**src/rtl/tmds_channel_decoder.sv**
```systemverilog
// tmds_channel_decoder: TMDS word aligner and decoder for one channel; define TMDS_DEC_ERRCNT_EN to add lock_loss_cnt
module tmds_channel_decoder #(
  parameter int TOKEN_COUNT    = 8,
  parameter int SEARCH_TIMEOUT = 1024,
  parameter int LOSS_TIMEOUT   = 4096
)(
  input  logic       clk_pixel,
  input  logic       reset,
  input  logic [9:0] tmds_in,
  output logic [7:0] dout,
  output logic       c0,
  output logic       c1,
  output logic       de,
  output logic       locked,
  output logic [3:0] offset
`ifdef TMDS_DEC_ERRCNT_EN
  ,
  output logic [7:0] lock_loss_cnt
`endif
);
  localparam int TW = $clog2(TOKEN_COUNT) + 1;
  localparam int SW = $clog2(SEARCH_TIMEOUT) + 1;
  localparam int LW = $clog2(LOSS_TIMEOUT) + 1;
  typedef enum logic {SEARCH, LOCKED} state_t;
  state_t state, nxt;
  logic [9:0] r1, r2, aligned;
  logic [19:0] win;
  logic is_tok, hit, tout, lost, slip, de_n, c0_n, c1_n;
  logic [1:0] tok_c, flush;
  logic [7:0] q, dec, dout_n;
  logic [TW-1:0] tok_run, tok_run_n;
  logic [SW-1:0] timer, timer_n;
  logic [LW-1:0] gap, gap_n;
  assign win = {r1, r2} >> offset;
  // Two-word window of the raw stream and the word picked out at the current offset
  always_ff @(posedge clk_pixel) begin
    if (reset) begin
      r1 <= '0;
      r2 <= '0;
      aligned <= '0;
    end else begin
      r1 <= tmds_in;
      r2 <= r1;
      aligned <= win[9:0];
    end
  end
  // Control token match and 10b->8b data decode of the aligned word
  always_comb begin
    is_tok = aligned == 10'b1101010100 || aligned == 10'b0010101011 ||
             aligned == 10'b0101010100 || aligned == 10'b1010101011;
    tok_c = aligned == 10'b0010101011 ? 2'b01 :
            aligned == 10'b0101010100 ? 2'b10 :
            aligned == 10'b1010101011 ? 2'b11 : 2'b00;
    q = aligned[7:0] ^ {8{aligned[9]}};
    dec = {q[7:1] ^ q[6:0] ^ {7{~aligned[8]}}, q[0]};
  end
  // Next state: lock beats a coincident search timeout; flush words leave everything frozen
  always_comb begin
    tok_run_n = is_tok ? tok_run + 1'b1 : '0;
    timer_n = timer + 1'b1;
    gap_n = is_tok ? '0 : gap + 1'b1;
    hit = tok_run_n == TW'(TOKEN_COUNT);
    tout = timer_n == SW'(SEARCH_TIMEOUT);
    lost = gap_n == LW'(LOSS_TIMEOUT);
    slip = state == SEARCH && flush == 2'd0 && !hit && tout;
    nxt = flush != 2'd0 ? state :
          state == SEARCH ? (hit ? LOCKED : SEARCH) : (lost ? SEARCH : LOCKED);
  end
  // Output values for the word being retired, based on the state it leaves us in
  always_comb begin
    de_n = nxt == LOCKED && !is_tok;
    dout_n = de_n ? dec : '0;
    c0_n = nxt != LOCKED ? 1'b0 : is_tok ? tok_c[0] : c0;
    c1_n = nxt != LOCKED ? 1'b0 : is_tok ? tok_c[1] : c1;
  end
  // State, counters, offset slipping and registered outputs
  always_ff @(posedge clk_pixel) begin
    if (reset) begin
      state <= SEARCH;
      offset <= '0;
      tok_run <= '0;
      timer <= '0;
      gap <= '0;
      flush <= '0;
      dout <= '0;
      c0 <= 1'b0;
      c1 <= 1'b0;
      de <= 1'b0;
      locked <= 1'b0;
`ifdef TMDS_DEC_ERRCNT_EN
      lock_loss_cnt <= '0;
`endif
    end else begin
      state <= nxt;
      locked <= nxt == LOCKED;
      dout <= dout_n;
      de <= de_n;
      c0 <= c0_n;
      c1 <= c1_n;
      if (flush != 2'd0) begin
        flush <= flush - 2'd1;
      end else if (state == SEARCH) begin
        if (hit) begin
          gap <= '0;
          tok_run <= '0;
          timer <= '0;
        end else if (slip) begin
          offset <= offset == 4'd9 ? 4'd0 : offset + 4'd1;
          tok_run <= '0;
          timer <= '0;
          flush <= 2'd2;
        end else begin
          tok_run <= tok_run_n;
          timer <= timer_n;
        end
      end else if (lost) begin
        gap <= '0;
        tok_run <= '0;
        timer <= '0;
`ifdef TMDS_DEC_ERRCNT_EN
        lock_loss_cnt <= lock_loss_cnt + {7'd0, lock_loss_cnt != 8'hFF};
`endif
      end else begin
        gap <= gap_n;
      end
    end
  end
endmodule

```
**config.mk**
```make
export PLATFORM = sky130hd
export DESIGN_NAME = tmds_channel_decoder
export DESIGN_NICKNAME = d
export VERILOG_FILES = /design/src/rtl/tmds_channel_decoder.sv
export SDC_FILE = /design/constraint.sdc
export NUM_CORES = 1
export LEC_CHECK = 0
export ABC_CLOCK_PERIOD_IN_PS = 4100
export CORE_ASPECT_RATIO = 1.1
export CORE_MARGIN = 1
export CORE_UTILIZATION = 45
export DETAILED_ROUTE_END_ITERATION = 10
export GPL_TIMING_DRIVEN = 0
export HOLD_SLACK_MARGIN = 0.03
export PLACE_DENSITY = 0.66
export SLEW_MARGIN = 20
export SYNTH_ARGS = -nofsm -noshare
export SYNTH_HDL_FRONTEND = slang
export SYNTH_SLANG_ARGS = --single-unit
```
**constraint.sdc**
```tcl
create_clock -name clk_pixel -period 4.1 [get_ports clk_pixel]
set_clock_uncertainty 0.15 [all_clocks]
set_input_delay 0.41 -clock clk_pixel [delete_from_list [all_inputs] [get_ports clk_pixel]]
set_output_delay 0.41 -clock clk_pixel [all_outputs]
set_load 0.05 [all_outputs]
```
* After elaboration in Yosys (flattened, before gate mapping)
Index checks and enable logic that the tools add are counted.
** Word-level totals
- Flip-flop bits (word level) :: 76
- Latch bits :: 0
- RAM bits :: 0
- Memory bits (read-only) :: 0
- Input bits :: 12
- Output and inout bits :: 16
- Word-level logic and storage cells :: 83
- Memories kept :: 0
** Operators by class
- Add/subtract/negate cells :: 5
- Multipliers :: 0
- Divide/modulo/power cells :: 0
- $lt $le $gt $ge :: 0
- Equality and inequality tests :: 11
- Shift-type cells :: 1
- Mux-type cells :: 25
- Bitwise operators :: 9
- Reductions and logical operators :: 19
** Operator list (number)
- 2-to-1 mux 13 bit :: 4
- 2-to-1 mux 11 bit :: 4
- 2-to-1 mux 4 bit :: 6
- == test 10 bit (second input constant) :: 2
- right shift 20 x 4 -> 10 bit :: 1
- 2-to-1 mux 2 bit :: 7
- bitwise XOR 7 bit :: 2
- adder 13 x 1 -> 13 bit (second input constant) :: 1
- == test 13 bit (second input constant) :: 1
- adder 11 x 1 -> 11 bit (second input constant) :: 1
- == test 11 bit (second input constant) :: 1
- == test 10 x 8 -> 1 bit (second input constant) :: 1
- == test 10 x 9 -> 1 bit (second input constant) :: 1
- adder 4 x 1 -> 4 bit (second input constant) :: 2
- == test 4 bit (second input constant) :: 2
- bitwise XOR 8 bit :: 1
- inequality test 2 x 1 -> 1 bit (second input constant) :: 3
- inverter 1 bit :: 6
- nonzero test 2 bit :: 3
- logical AND 1 bit :: 4
- 2-to-1 mux 1 bit :: 4
- AND reduction 2 bit :: 2
- AND reduction 4 bit :: 1
- OR reduction 2 bit :: 2
- 5 further kinds :: 8

* Depth between registers and ports, before layout
Gate-level depths: netlist of the first run.
- Word-level depth :: 13
- Gate-level depth with buffers :: 9
- Gate-level depth less buffers :: 7

* Least setup slack after synthesis of the first run
OpenSTA, ideal clock, no wires.
- Path type :: register to register
- Start point :: register timer[0]
- End point :: register offset[3]
- Library setup time :: 0.134 ns
- Data arrival time :: 2.382 ns
- Required time :: 3.816 ns
- Slack :: 1.433 ns
- Cell stages (with the launch flop) :: 9
- Buffers on the path :: 1
- Period minus slack after synthesis :: 2.667 ns
- Cells stage by stage :: dfxtp_1 > ha_1 > and4_1 > or3_1 > a2111oi_2 > o211ai_1 > clkbuf_1 > o311ai_0 > o31ai_1
** On the way
- Cells in the longest elaborated chain, start to end :: 4
** RTL lines
- start, declared :: RTL line 32 : logic [SW-1:0] timer, timer_n;
- start signal, assigned :: RTL line 114 : timer <= timer_n;
- adder 11 x 1 -> 11 bit :: RTL line 60 : timer_n = timer + 1'b1;
- == test 11 bit :: RTL line 63 : tout = timer_n == SW'(SEARCH_TIMEOUT);
- logical AND 1 bit :: RTL line 65 : slip = state == SEARCH && flush == 2'd0 && !hit && tout;
- AND reduction 4 bit (no source line)
- end signal, assigned :: RTL line 108 : offset <= offset == 4'd9 ? 4'd0 : offset + 4'd1;
- end, declared :: RTL line 15 : output logic [3:0] offset
Every way passes these cells.
A chain may end at the register's enable or synchronous reset.

* Worst setup path after layout of the first run
- Start point :: register gap[0]
- End point :: register tok_run[3]
** On the way
- Cells in the longest elaborated chain, start to end :: 5
** RTL lines
- start, declared :: RTL line 33 : logic [LW-1:0] gap, gap_n;
- start signal, assigned :: RTL line 124 : gap <= gap_n;
- adder 13 x 1 -> 13 bit :: RTL line 61 : gap_n = is_tok ? '0 : gap + 1'b1;
- 2-to-1 mux 13 bit :: RTL line 61
- == test 13 bit :: RTL line 64 : lost = gap_n == LW'(LOSS_TIMEOUT);
- inequality test 2 x 1 -> 1 bit (no source line)
- AND reduction 2 bit (no source line)
- end signal, assigned :: RTL line 113 : tok_run <= tok_run_n;
- end, declared :: RTL line 31 : logic [TW-1:0] tok_run, tok_run_n;
Every way passes these cells.

==> metrics.cfg, run 1 <==
[power_and_ir_drop]
vdd.ir_drop.worst_uv=168
post_route_total_power_mw=1.55
power_dens_cells_mw_per_mm2=319
total_switching_power_mw=0.462
power.share.combinational=0.141
share_clk_of_total_power=0.345
power.share.switching=0.299
power.sequential.fraction=0.514
power_leakage_nw=1.61
cellInternalPower_mw=1.08

[timing]
post-route-worst-setup-slack_ns=0.762
maxSlewViolCount=0
timing.final.crit_period_ns=3.34
fmaxAchievable_mhz=300
max-slew-margin-rel=0.476
setup-tns-final_ns=0
timing.final.crit_share=0.814
final-setup-viol-count=0
grt_setup_unrepaired=false
timing.final.hold_violations=0
worstMarginPinSlew_ns=0.779

[route]
first_pass_iters=5
dr.first_iter.drc_count=206
detail_route.vias_per_cell=5.95
routed_wirelength_um=10600
routed_wire_length_per_instance_um=16.2
vias=3888
ant_nets=0
drc=0

[worst_setup_path]
worst-setup-path-type=reg2reg
critical_path.startpoint_type=register
critical_path_at_ns=3.42
crit_chain=ha_1, nand3_1, nor4_1, xor2_1, nand4_1, o311ai_2, buf_2, o32ai_1
crit_fanout=10
cpMaxStageDelayCell=sky130_fd_sc_hd__nor4_1
worstPathRequired_ns=4.18
rrSetupSlack_ns=0.76
worst-path-buf-inv=1
cp_top_family=simple AND/OR/NAND/NOR gates
critPathMaxStageDelay_ns=0.58
worst_setup_path_end_kind=register

[clock_tree]
clkLatencyLatePin_ns=0.37
clock_tree.buffer_depth=2
clk_pin_slew_worst_paths_ns=0.08
cts_setup_buffers=0
cts_inserted_buffers=9
tritoncts=yes
postCtsHoldBufs=0
clock_tree_root_driver_cell=sky130_fd_sc_hd__clkbuf_8
post_cts_resize_count=0
cts_htree_levels=3
clkSinkCount=76

[final_layout]
antennaDiodeCount=0
flow.area_growth_from_synthesis_pct=13.6
layout.nets=552
final_instance_count_excl_fillers=653
post_route_cells_drive_above_1_share=0.0798
nFillCells=868

[hold_path]
min-delay-path-class=reg2reg

[synth]
synthDistinctLibCells=62
synth_edf_count=0
synthesis.nets=515
ys_dominant_reg_cell=sky130_fd_sc_hd__dfxtp_1
synth_area_mm2=0.00427
asyncSetResetFlopFracSynth=0
avg_inst_size_synth_um2=8.58
yosys_warnings=0
synthCells=497
yosys_register_bits=76
seq_area_frac_synth=0.357

[global_routing]
first_pass_grt_wire_length_um=17400
grt_max_degree=14
grt_antenna_before_repair=0
global_route.usage.total=0.228
overflow=0
number_of_global_route_vias_before_repair=3531

[place]
post-dp-hpwl_um=7810
io_buffer_count=26
place.gp.congestion=0.950
post-place-cells=637
post-place-ws_ns=0.835

[floorplan]
die_area_mm2=0.00988
die_height_um=104
core-area_mm2=0.00905
start_util=0.471
design.portCount=28
die-width_um=94.8
rows=36

[outcome]
outcome=completed

[job]
cap_violations=0

flip-flops by register name (all words and copies together), names as in the netlist, 2 cells and up:
| name | count |
|---|---|
| timer | 11 |
| gap | 13 |
| tok_run | 4 |
| offset | 4 |
| flush | 2 |
| r2 | 10 |
| aligned | 10 |
| dout | 8 |
| r1 | 10 |
synth_stat cells (all sizes together), types with 16 or more instances:
| cell | instances | share of area |
|---|---|---|
| nor2 | 33 | 0.029 |
| nor3 | 18 | 0.021 |
| clkbuf | 24 | 0.021 |
| nand2 | 33 | 0.029 |
| inv | 21 | 0.018 |
| mux2i | 32 | 0.075 |
| nand3 | 23 | 0.027 |
| xnor2 | 18 | 0.037 |
| a211oi | 16 | 0.031 |
| a21oi | 16 | 0.019 |
| nor2b | 28 | 0.041 |
| dfxtp | 76 | 0.36 |
area by class of cell:
type / instances / area [µm²] / area share
multi-input combinational: 364 / 2520 / 0.521
buffer: 35 / 139 / 0.0287
inverter: 22 / 82.6 / 0.0170
sequential: 76 / 1520 / 0.314
timing repair buffer: 26 / 260 / 0.0537
clock buffer: 11 / 141 / 0.0292
clock inverter: 5 / 36.3 / 0.00749
tap: 114 / 143 / 0.0294
path summary, 6_finish.rpt:
kind | start | end | cells past startpoint
setup reg to reg | gap[0] | tok_run[3] | 8
hold reg to reg | flush[0] | flush[0] | 2
hold / removal | flush[0] | flush[0] | 2
setup / recovery | gap[0] | tok_run[3] | 8
routing by layer:
| layer | part of all wire | GRT usage |
|---|---|---|
| met5 | 0 | 0 |
| met2 | 0.47 | 0.346 |
| met1 | 0.46 | 0.306 |
| met3 | 0.050 | 0.0556 |
| met4 | 0.026 | 0.0909 |
tightest hold or removal path: cells and delay by family, from the launching register on:
kind	cells	cell delay (ns)
muxes	1	0.06
DFF	1	0.32
and+or+nand+nor	1	0.05
cells in the final DEF, fill, tap and decap left out, types with 10 or more instances in the layout:
master / Yosys / final
sky130_fd_sc_hd__dfxtp_1: 76 / 76
sky130_fd_sc_hd__nand2_1: 33 / 33
sky130_fd_sc_hd__nor2_1: 33 / 33
sky130_fd_sc_hd__mux2i_1: 32 / 32
sky130_fd_sc_hd__nor2b_1: 28 / 28
sky130_fd_sc_hd__clkdlybuf4s50_1: 0 / 26
sky130_fd_sc_hd__clkbuf_1: 24 / 25
sky130_fd_sc_hd__nand3_1: 23 / 23
sky130_fd_sc_hd__inv_1: 19 / 19
sky130_fd_sc_hd__xnor2_1: 18 / 18
sky130_fd_sc_hd__nor3_1: 18 / 18
sky130_fd_sc_hd__a21oi_1: 16 / 16
sky130_fd_sc_hd__a211oi_1: 15 / 15
sky130_fd_sc_hd__nand4_1: 14 / 14
sky130_fd_sc_hd__o21ai_0: 14 / 14
sky130_fd_sc_hd__clkbuf_8: 0 / 10
logic make-up (layout without fill, tap and decap cells):
group / after synthesis / after routing / share of synthesized area
AO/OA/AOI/OAI: 97 / 97 / 0.172
XOR/XNOR: 21 / 21 / 0.0431
adder cells (fa/ha/maj): 6 / 6 / 0.0176
buffers and inverters: 57 / 99 / 0.0519
flip-flops: 76 / 76 / 0.357
multiplexers: 40 / 40 / 0.101
AND/OR/NAND/NOR: 200 / 200 / 0.257
per-stage QoR:
| step | instance area (µm²) | utilization | hold WS, ns |
|---|---|---|---|
| detailed placement | 4670 | 0.516 | 0.312 |
| global route | 4850 | 0.535 | 0.352 |
| CTS | 4850 | 0.535 | 0.324 |
| floorplan | 4270 | - | 0.288 |
| finish | 4850 | 0.535 | 0.318 |
| global placement | 4670 | 0.516 | 0.298 |
power groups by stage:
stage | registers (mW) | clock network (mW) | logic [mW]
detailed placement | 0.814 | 0 | 0.215
CTS | 0.796 | 0.549 | 0.216
floorplan | 0.804 | 0 | 0.156
global route | 0.800 | 0.582 | 0.244
finish | 0.795 | 0.533 | 0.217
global placement | 0.811 | 0 | 0.210
Note: power is estimated with default switching activity, not from simulation.
==> inputs of run 2 (changes only) <==
--- a/config.mk
+++ b/config.mk
@@ -5,7 +5,7 @@
 export SDC_FILE = /design/constraint.sdc
 export NUM_CORES = 1
 export LEC_CHECK = 0
-export ABC_CLOCK_PERIOD_IN_PS = 4100
+export ABC_CLOCK_PERIOD_IN_PS = 3150
 export CORE_ASPECT_RATIO = 1.1
 export CORE_MARGIN = 1
 export CORE_UTILIZATION = 45
==> constraint.sdc (replaced) <==
create_clock -name clk_pixel -period 3.15 [get_ports clk_pixel]
set_clock_uncertainty 0.15 [all_clocks]
set_input_delay 0.315 -clock clk_pixel [delete_from_list [all_inputs] [get_ports clk_pixel]]
set_output_delay 0.315 -clock clk_pixel [all_outputs]
set_load 0.05 [all_outputs]
==> run 2 against run 1 <==
First-iteration DRC count is 17% higher. Worst setup slack worse by 0.55 ns. Sequential cell count stayed put. Power is 31% higher.
==> metrics.cfg, run 2 (same netlist as run 1, synthesis figures left out) <==
[timing]
timing.final.crit_share=0.931
max-slew-margin-rel=0.500
grt_setup_unrepaired=false
timing.final.hold_violations=0
timing.final.crit_period_ns=2.93
final-setup-viol-count=0
maxSlewViolCount=0
worstMarginPinSlew_ns=0.744
fmaxAchievable_mhz=341

[job]
cap_violations=0

[hold_path]
min-delay-path-class=reg2reg
timing.hold.worst_path_depth=2
worstHoldStart=flush[0]
terminating_pin_of_the_worst_hold_path=flush[0]

[global_routing]
overflow=0
first_pass_grt_wire_length_um=17500
global_route.usage.total=0.228
grt_antenna_before_repair=0
grt_max_degree=14
number_of_global_route_vias_before_repair=3552

[final_layout]
layout_top_registers=gap: 13 flops, timer: 11 flops
antennaDiodeCount=0
most_common_library_cell_in_the_layout_ignoring_fill_and_taps=sky130_fd_sc_hd__dfxtp_1
layout.nets=554
fin_area_mm2=0.00489
nFillCells=861
post_route_cells_drive_above_1_share=0.0924
max_flop_register=gap
largest_reg_flops=13
most-common-layout-cells=sky130_fd_sc_hd__dfxtp_1, sky130_fd_sc_hd__nand2_1, sky130_fd_sc_hd__nor2_1, sky130_fd_sc_hd__mux2i_1, sky130_fd_sc_hd__nor2b_1
flow.area_growth_from_synthesis_pct=14.7

[worst_setup_path]
worst-setup-path-type=reg2reg
worstPathRequired_ns=3.26
worst-r2r-cell-count=8
critical_path_at_ns=3.05
worst_r2r_endpoint=offset[2]
worst_r2r_startpoint=timer[0]
critical_path.startpoint_type=register
crit_fanout=6
worst_setup_path_end_kind=register
rrSetupSlack_ns=0.22

[clock_tree]
clk_pin_slew_worst_paths_ns=0.08
clkLatencyLatePin_ns=0.37
postCtsHoldBufs=0
cts_htree_levels=3
clock_tree_root_driver_cell=sky130_fd_sc_hd__clkbuf_8
cts_inserted_buffers=9
clock_tree.buffer_depth=2
clkSinkCount=76
tritoncts=yes

[floorplan]
die_height_um=104
design.portCount=28
start_util=0.471
die_area_mm2=0.00988
die-width_um=94.8
rows=36
core-area_mm2=0.00905

[route]
detail_route.vias_per_cell=5.83
first_pass_iters=5
routed_wire_length_per_instance_um=16.1
wl_met3_um=514
highest_layer=met4
routed_wirelength_um=10500
met2_length_um=4910
dr.first_iter.drc_count=240
vias=3821
drc=0
ant_nets=0
met1Wirelength_um=4810

[power_and_ir_drop]
power_leakage_nw=1.64
vdd.ir_drop.worst_uv=222
power_dens_cells_mw_per_mm2=414
post_route_total_power_mw=2.02

[place]
place.gp.congestion=0.950
io_buffer_count=26
post-dp-hpwl_um=7810
detailed_place.area_mm2=0.00467

[outcome]
outcome=completed

-- run 2: cell count changes in the layout (fill, tap and decap cells not counted), sizes merged --
cell    before  now
clkbuf      35   34
buf         11   14
-- run 2: layout make-up --
cell class	count	area, µm²	area share
Clock inverter	5	36.3	0.00741
Sequential cell	76	1520	0.311
Timing Repair Buffer	28	275	0.0563
Inverter	22	82.6	0.0169
Multi-Input combinational cell	364	2550	0.521
Buffer	35	140	0.0286
Tap cell	114	143	0.0291
Clock buffer	11	141	0.0289
-- run 2: layer usage --
metal | vias up | track usage
met1 | 1782 | 0.307
met2 | 99 | 0.347
met3 | 24 | 0.0556
li1 | 1916 | -
met5 | - | 0
met4 | 0 | 0.0909
-- run 2: per-stage QoR --
step                      std cells  setup TNS (ns)  hold slack (ns)  setup slack [ns]  utilization
after floorplan                 497               0            0.288             0.483            -
after global placement          637          -0.241            0.298           -0.0530        0.516
after detailed placement        637          -0.889            0.312            -0.115        0.516
after CTS                       653               0            0.324            0.0460        0.537
after global routing            655               0            0.334           0.00918        0.540
final                           655               0            0.318             0.217        0.540
-- run 2: repair_timing --
action / CTS / global route
gates resized for setup: 2 / 7
endpoints found under the setup margin: 10 / 21
cloned: 0 / 0
setup buffers: 0 / 2
pin swaps: 0 / 2
-- run 2: worst max-delay path by stage --
| stage | endpoint | slack (ns) | startpoint | cells past startpoint |
|---|---|---|---|---|
| after global routing | tok_run[3] | 0.009 | flush[0] | 7 |
| final | offset[2] | 0.22 | timer[0] | 8 |
| after detailed placement | tok_run[3] | -0.12 | gap[0] | 8 |
| after floorplan | offset[3] | 0.48 | timer[0] | 8 |
| after global placement | tok_run[3] | -0.05 | gap[0] | 8 |
| after CTS | offset[3] | 0.05 | timer[0] | 8 |
-- run 2: critical path, stage by stage (launching register included) --
cell and delay, ns:
sky130_fd_sc_hd__dfxtp_1 0.37, sky130_fd_sc_hd__ha_1 0.31, sky130_fd_sc_hd__and4_1 0.31, sky130_fd_sc_hd__or3_1 0.35, sky130_fd_sc_hd__a2111oi_2 0.43, sky130_fd_sc_hd__o211ai_1 0.19, sky130_fd_sc_hd__buf_4 0.18, sky130_fd_sc_hd__nor3_1 0.19
sky130_fd_sc_hd__mux2_2 0.35
-- run 2: power by group --
group          internal, mW  leakage (nW)  switching (mW)
clock network         0.309        0.0820           0.387
logic                 0.112         0.939           0.182
registers             0.996         0.619          0.0386
total                  1.42          1.64           0.607
